==> config.mk <==
export PLATFORM = sky130hd
export DESIGN_NAME = fetch_sequencer_flat
export DESIGN_NICKNAME = d
export VERILOG_FILES = /design/src/rtl/fetch_sequencer_if.sv /design/src/rtl/fetch_sequencer.sv /design/src/flat_wrapper.sv
export SDC_FILE = /design/constraint.sdc
export NUM_CORES = 1
export LEC_CHECK = 0
export ABC_AREA = 1
export CAP_MARGIN = 20
export CORE_MARGIN = 8
export CORE_UTILIZATION = 45
export DETAILED_ROUTE_END_ITERATION = 12
export PLACE_DENSITY_LB_ADDON = 0.3
export SETUP_SLACK_MARGIN = 0.02
export SYNTH_ARGS = -nofsm -noshare
export SYNTH_HDL_FRONTEND = slang
export SYNTH_SLANG_ARGS = --single-unit
export TNS_END_PERCENT = 100
==> constraint.sdc <==
create_clock -name clk -period 4.25 [get_ports clk]
set_input_delay 0.6375 -clock clk [delete_from_list [all_inputs] [get_ports clk]]
set_output_delay 0.6375 -clock clk [all_outputs]
set_load 0.05 [all_outputs]
==> src/rtl/fetch_sequencer_if.sv <==
// Instruction-fetch bus: BRAM read port on one side, decode handshake on the other.
// The sequencer takes the master view; memory/decode (or a bench) take the slave view.
interface fetch_sequencer_if;
   logic        mem_en;
   logic [31:0] mem_addr;
   logic [31:0] mem_rdata;
   logic [31:0] instr;
   logic [31:0] instr_pc;
   logic        instr_valid;
   logic        instr_ready;

   modport master (
      output mem_en,
      output mem_addr,
      input  mem_rdata,
      output instr,
      output instr_pc,
      output instr_valid,
      input  instr_ready
   );

   modport slave (
      input  mem_en,
      input  mem_addr,
      output mem_rdata,
      input  instr,
      input  instr_pc,
      input  instr_valid,
      output instr_ready
   );
endinterface

==> src/rtl/fetch_sequencer.sv <==
// Fetch controller for a one-cycle-latency instruction BRAM: owns the pc, issues reads,
// parks the in-flight word in a one-entry skid buffer on decode stalls, squashes on redirect.
module fetch_sequencer #(
   parameter logic [31:0] RESET_PC = 32'h0000_0000
) (
   input  logic               clk,
   input  logic               rst,
   input  logic               start,
   input  logic               pause,
   input  logic               redirect,
   input  logic [31:0]        redirect_pc,
   output logic               busy,
   fetch_sequencer_if.master  bus
);

   typedef enum logic [1:0] {
      IDLE   = 2'd0,
      RUN    = 2'd1,
      PAUSED = 2'd2
   } state_t;

   state_t      state_reg, state_next;
   logic [31:0] pc_reg, pc_next;
   logic        inflight_reg, inflight_next;
   logic [31:0] inflight_pc_reg, inflight_pc_next;
   logic        skid_valid_reg, skid_valid_next;
   logic [31:0] skid_data_reg, skid_data_next;
   logic [31:0] skid_pc_reg, skid_pc_next;

   logic        out_valid;
   logic        issue;
   logic        instr_valid_int;

   always_ff @(posedge clk) begin
      if (rst) begin
         state_reg       <= IDLE;
         pc_reg          <= RESET_PC;
         inflight_reg    <= 1'b0;
         inflight_pc_reg <= 32'd0;
         skid_valid_reg  <= 1'b0;
         skid_data_reg   <= 32'd0;
         skid_pc_reg     <= 32'd0;
      end else begin
         state_reg       <= state_next;
         pc_reg          <= pc_next;
         inflight_reg    <= inflight_next;
         inflight_pc_reg <= inflight_pc_next;
         skid_valid_reg  <= skid_valid_next;
         skid_data_reg   <= skid_data_next;
         skid_pc_reg     <= skid_pc_next;
      end
   end

   // Control FSM; redirect never changes state, so redirect+pause in RUN still lands in PAUSED.
   always_comb begin
      state_next = state_reg;
      case (state_reg)
         IDLE:    if (start)  state_next = RUN;
         RUN:     if (pause)  state_next = PAUSED;
         PAUSED:  if (!pause) state_next = RUN;
         default: state_next = IDLE;
      endcase
   end

   // A word is presented whenever one is parked or arriving from the BRAM this cycle.
   assign out_valid = skid_valid_reg | inflight_reg;
   assign issue     = (state_reg == RUN) & ~pause & ~redirect
                    & (~out_valid | bus.instr_ready);

   always_comb begin
      pc_next          = pc_reg;
      inflight_next    = issue;
      inflight_pc_next = inflight_pc_reg;
      skid_valid_next  = skid_valid_reg;
      skid_data_next   = skid_data_reg;
      skid_pc_next     = skid_pc_reg;

      if (issue) begin
         pc_next          = pc_reg + 32'd1;
         inflight_pc_next = pc_reg;
      end

      if (redirect) begin
         pc_next         = redirect_pc;
         inflight_next   = 1'b0;
         skid_valid_next = 1'b0;
      end else if (inflight_reg && !bus.instr_ready) begin
         // BRAM data is only valid for one cycle, so a stalled arrival must be parked now.
         skid_valid_next = 1'b1;
         skid_data_next  = bus.mem_rdata;
         skid_pc_next    = inflight_pc_reg;
      end else if (skid_valid_reg && bus.instr_ready) begin
         skid_valid_next = 1'b0;
      end
   end

   assign instr_valid_int = out_valid & ~redirect;

   always_comb begin
      bus.instr    = 32'd0;
      bus.instr_pc = 32'd0;
      if (instr_valid_int) begin
         if (skid_valid_reg) begin
            bus.instr    = skid_data_reg;
            bus.instr_pc = skid_pc_reg;
         end else begin
            bus.instr    = bus.mem_rdata;
            bus.instr_pc = inflight_pc_reg;
         end
      end
   end

   assign bus.instr_valid = instr_valid_int;
   assign bus.mem_en      = issue;
   assign bus.mem_addr    = pc_reg;
   assign busy            = (state_reg != IDLE) | inflight_reg | skid_valid_reg;

endmodule

==> src/flat_wrapper.sv <==
// flat-port wrapper written by rule: the top's interface ports become plain ports
module fetch_sequencer_flat 
#(
   parameter logic [31:0] RESET_PC = 32'h0000_0000
)
  (clk, rst, start, pause, redirect, redirect_pc, busy, bus_mem_en, bus_mem_addr, bus_mem_rdata, bus_instr, bus_instr_pc, bus_instr_valid, bus_instr_ready);
  fetch_sequencer_if bus_i ();
  input  logic clk;
  input  logic rst;
  input  logic start;
  input  logic pause;
  input  logic redirect;
  input  logic [31:0] redirect_pc;
  output logic busy;
  output wire logic [$bits(bus_i.mem_en)-1:0] bus_mem_en;
  output wire logic [$bits(bus_i.mem_addr)-1:0] bus_mem_addr;
  input wire logic [$bits(bus_i.mem_rdata)-1:0] bus_mem_rdata;
  output wire logic [$bits(bus_i.instr)-1:0] bus_instr;
  output wire logic [$bits(bus_i.instr_pc)-1:0] bus_instr_pc;
  output wire logic [$bits(bus_i.instr_valid)-1:0] bus_instr_valid;
  input wire logic [$bits(bus_i.instr_ready)-1:0] bus_instr_ready;
  assign bus_mem_en = bus_i.mem_en;
  assign bus_mem_addr = bus_i.mem_addr;
  assign bus_i.mem_rdata = bus_mem_rdata;
  assign bus_instr = bus_i.instr;
  assign bus_instr_pc = bus_i.instr_pc;
  assign bus_instr_valid = bus_i.instr_valid;
  assign bus_i.instr_ready = bus_instr_ready;
  fetch_sequencer #(.RESET_PC(RESET_PC)) u_core (.clk(clk), .rst(rst), .start(start), .pause(pause), .redirect(redirect), .redirect_pc(redirect_pc), .busy(busy), .bus(bus_i));
endmodule
==> impl_results.md <==
- Diode count: 0
- Initial antenna violation count: 0
- Compound-Gate Fraction of Synth Area: 0.194
- Hold Startpoint: u_core.skid_data_reg[4]
- Nets: roughly 1300
- Register area: around 2600 um^2
- CTS Hold Bufs: 0
- Synth top area share: 0.373
- Crit end category: output pin
- Mapped Nets: 1160
- Main combinational cell family by area after synthesis: simple AND/OR/NAND/NOR gates
- Mapped Area: 7080 um^2
- Syn-to-layout area delta: 34.8%
- Worst Path Required: 3.61 ns
- Vias: approximately 7000
- Die area: between 20000 and 25000 um^2
- XOR/XNOR Fraction of Synth Area: 0.00124
- First-pass GRT wire length: 34.1 mm
- Worst reg2reg endpoint: u_core.bus.mem_addr[7]
- Final worst setup slack: 0.851 ns
- # DRC: 0
- Place WS: 0.913 ns
- Logic pwr share: 0.129
- Initial drt markers: roughly 600
- Fillcell total: 1500
- Post-Syn Instances: roughly 1100
- Port bufs: 168
- # H-tree levels: 4
- Clk slew on worst S/H paths: 0.05 ns
- Largest area contributor in the netlist: dfxtp_1
- GP Congestion: 0.892
- Clock Latency Late Sink: roughly 0.42 ns
- Buffers inserted by post-CTS timing repair: 0
- Pwr per Cell Area: 322 nW/um^2
- PostCTS Resize Cnt: 0
- Syn Area/Cell: 6.51 um^2
- Cell class contributing the biggest share of worst-path delay: buffers and inverters
- CTS tree: yes
- Grt met1 use: 0.278
- Worst Setup Path Type: flop to output pin
- Die Height: 141 um
- Design area: 9550 um^2
- Worst r2r src: u_core.skid_valid_reg
- Fraction of registers with async set or reset after synthesis: 0
- Clk_skew: 0.00467 ns
- Crit path buf inv count: 2
- EDFF count, synth: 0
- Worst VDD drop: 0.000294 V
- Sw Pwr: 0.791 mW
- Critical Path Source: u_core.skid_valid_reg
- Fin. Hold Viols: 0
- Least-Margin Pin Slew: 0.694 ns
- Crit start category: flop
- R2R Setup Slk: 1.81 ns
- HP Class: flop to flop
- Antenna viol nets, final: 0
- Crit path DAT: 2.76 ns
- Met2 Track Usage GR: 0.323
- Top cell by count, worst path: nor2_4
- FF+latch count, synth: 132
- Root Driver: clkbuf_16
- Crit path max fanout: 66
- Layout cells sized above 1: 0.120
- Int Pwr: 2.28 mW
- Adder-Cell Fraction of Synth Area: 0.00177
- Synth cell count leaders: 243 x nand2_1, 218 x inv_1, 135 x o21ai_0, 132 x dfxtp_1, 105 x a21oi_1
- Largest net degree at the start of global routing: 70
- Synth Flop Type: dfxtp_1
- Setup tns final: 0 ns
- Hold Path Depth: 2
- CTS buffer count: 17
- Vias in the first global route: 6725
- Number of distinct library cells after synthesis: 36
- Grt met3 use: 0.0581
- GRT Total Usage: 0.211
- Gr ovfl total: 0
- Status: finished clean
- Unrepaired setup endpoints after global routing: no
- Bufs on Longest Clock Path: 2
- Net Sw Frac: 0.258
- Sequential power share: 0.430
- Worst-path cell chain: nor2_4 > nor2_4 > nand2_1 > inv_1 > clkdlybuf4s50_1
- Synth area leaders: dfxtp_1 37%, nand2_1 13%, inv_1 12%
- DRT Pass-1 Iters: 5
- Final setup fails: 0
- Row Count: 46
- Final Max Tran Viols: 0
- Post-synthesis mux area share: 0.0509
- Die X: roughly 140 um
- Initial cell density of the core: 0.453
- Post-synthesis sequential area ratio: 0.373
- GRT busiest layer: met2
- CORE AREA: 15700 um^2
- WL final: about 21 mm
- DR WL/cell: ~14 um
- HPWL after detailed placement: 14.9 mm
- Clk pwr share: 0.441
- LEAKAGE: slightly above 4 nW
- Vias per cell: 4.96
- Num ports: 169
- Rel. slew slack: 0.538
- Final worst path period need: 3.40 ns
- Max Fclk: 294 MHz
- Max-Cap Viols: 0
- Worst path max stage delay: 0.80 ns
- Slowest cell on crit path: clkdlybuf4s50_1
- Synth Area in Simple Gates: 0.222
- Period utilisation layout: 0.800
- CTS sink cnt: roughly 130
- Top-count cell post-synth: nand2_1
- DP Area: 9010 um^2
- Reg2Reg Depth: 6
- Min-Delay Endpoint: u_core.skid_data_reg[4]
- Synthesis warning total: 0
- Multi-input logic area: 3350 um^2
## logic make-up (layout without fill, tap and decap cells)
family / Yosys count / in the layout
compound gates: 263 / 263
xor+xnor: 1 / 1
fa+ha+maj: 1 / 1
buf+inv: 281 / 430
flops: 132 / 132
mux: 32 / 32
simple gates: 379 / 379
## worst max path at each step
| stage | to | cells past startpoint |
|---|---|---|
| 2_1_floorplan | bus_instr_pc[22] | 5 |
| 3_3_place_gp | bus_instr[2] | 5 |
| 3_5_place_dp | bus_instr[2] | 5 |
| 4_1_cts | bus_instr[2] | 5 |
| 5_1_grt | bus_instr[3] | 5 |
| 6_report | bus_instr[3] | 5 |
## cell type report
| cell class | instances | area share |
|---|---|---|
| Clock buffer | 26 | 0.0512 |
| Clock inverter | 5 | 0.00524 |
| Inverter | 219 | 0.0861 |
| Multi-Input combinational cell | 676 | 0.351 |
| Sequential cell | 132 | 0.277 |
| Tap cell | 216 | 0.0283 |
| Timing Repair Buffer | 180 | 0.201 |
## per-layer routing
| layer | part of all wire | up-vias | wire length, um |
|---|---|---|---|
| li1 | - | 3680 | - |
| met1 | 0.46 | 3221 | 9610 |
| met2 | 0.44 | 276 | 9070 |
| met3 | 0.082 | 36 | 1700 |
| met4 | 0.021 | 0 | 441 |
| met5 | 0 | - | 0 |
## worst min-delay path, delay by kind of cell (launching register included)
kind | cells | cell delay, ns
buffers and inverters | 1 | 0.04
AOI/OAI and AO/OA | 1 | 0.05
DFF | 1 | 0.30
## stage by stage
stage	hold slack, ns	power [mW]	utilization	cells
after floorplan	0.420	1.57	-	1089
after global placement	0.428	1.73	0.576	1423
after detailed placement	0.432	1.74	0.576	1423
after CTS	0.442	3.09	0.610	1454
after global routing	0.459	3.19	0.610	1454
final	0.440	3.07	0.610	1454
## power by group through the flow
stage,combinational (mW),clock (mW),sequential (mW)
finish,0.395,1.36,1.32
global route,0.430,1.44,1.32
CTS,0.394,1.38,1.32
detailed placement,0.392,0,1.34
global placement,0.388,0,1.34
floorplan,0.173,0,1.40
## placed cells by master (no fill, tap or decap), types with 3 or more instances in the layout
cell | netlist | final
a31oi_1 | 7 | 7
clkbuf_1 | 35 | 6
clkbuf_8 | 0 | 3
nor2_1 | 71 | 70
a211oi_1 | 8 | 8
clkbuf_16 | 0 | 17
buf_4 | 2 | 49
nand3_1 | 43 | 42
a21oi_1 | 105 | 105
dfxtp_1 | 132 | 131
clkinv_2 | 0 | 4
buf_12 | 0 | 24
clkdlybuf4s50_1 | 0 | 107
nor3_1 | 3 | 3
nor2_4 | 4 | 5
o21ai_0 | 135 | 135
mux2_2 | 32 | 32
nand4_1 | 4 | 4
nand2_1 | 243 | 243
inv_1 | 218 | 217
(Power assumes the default switching activity.)
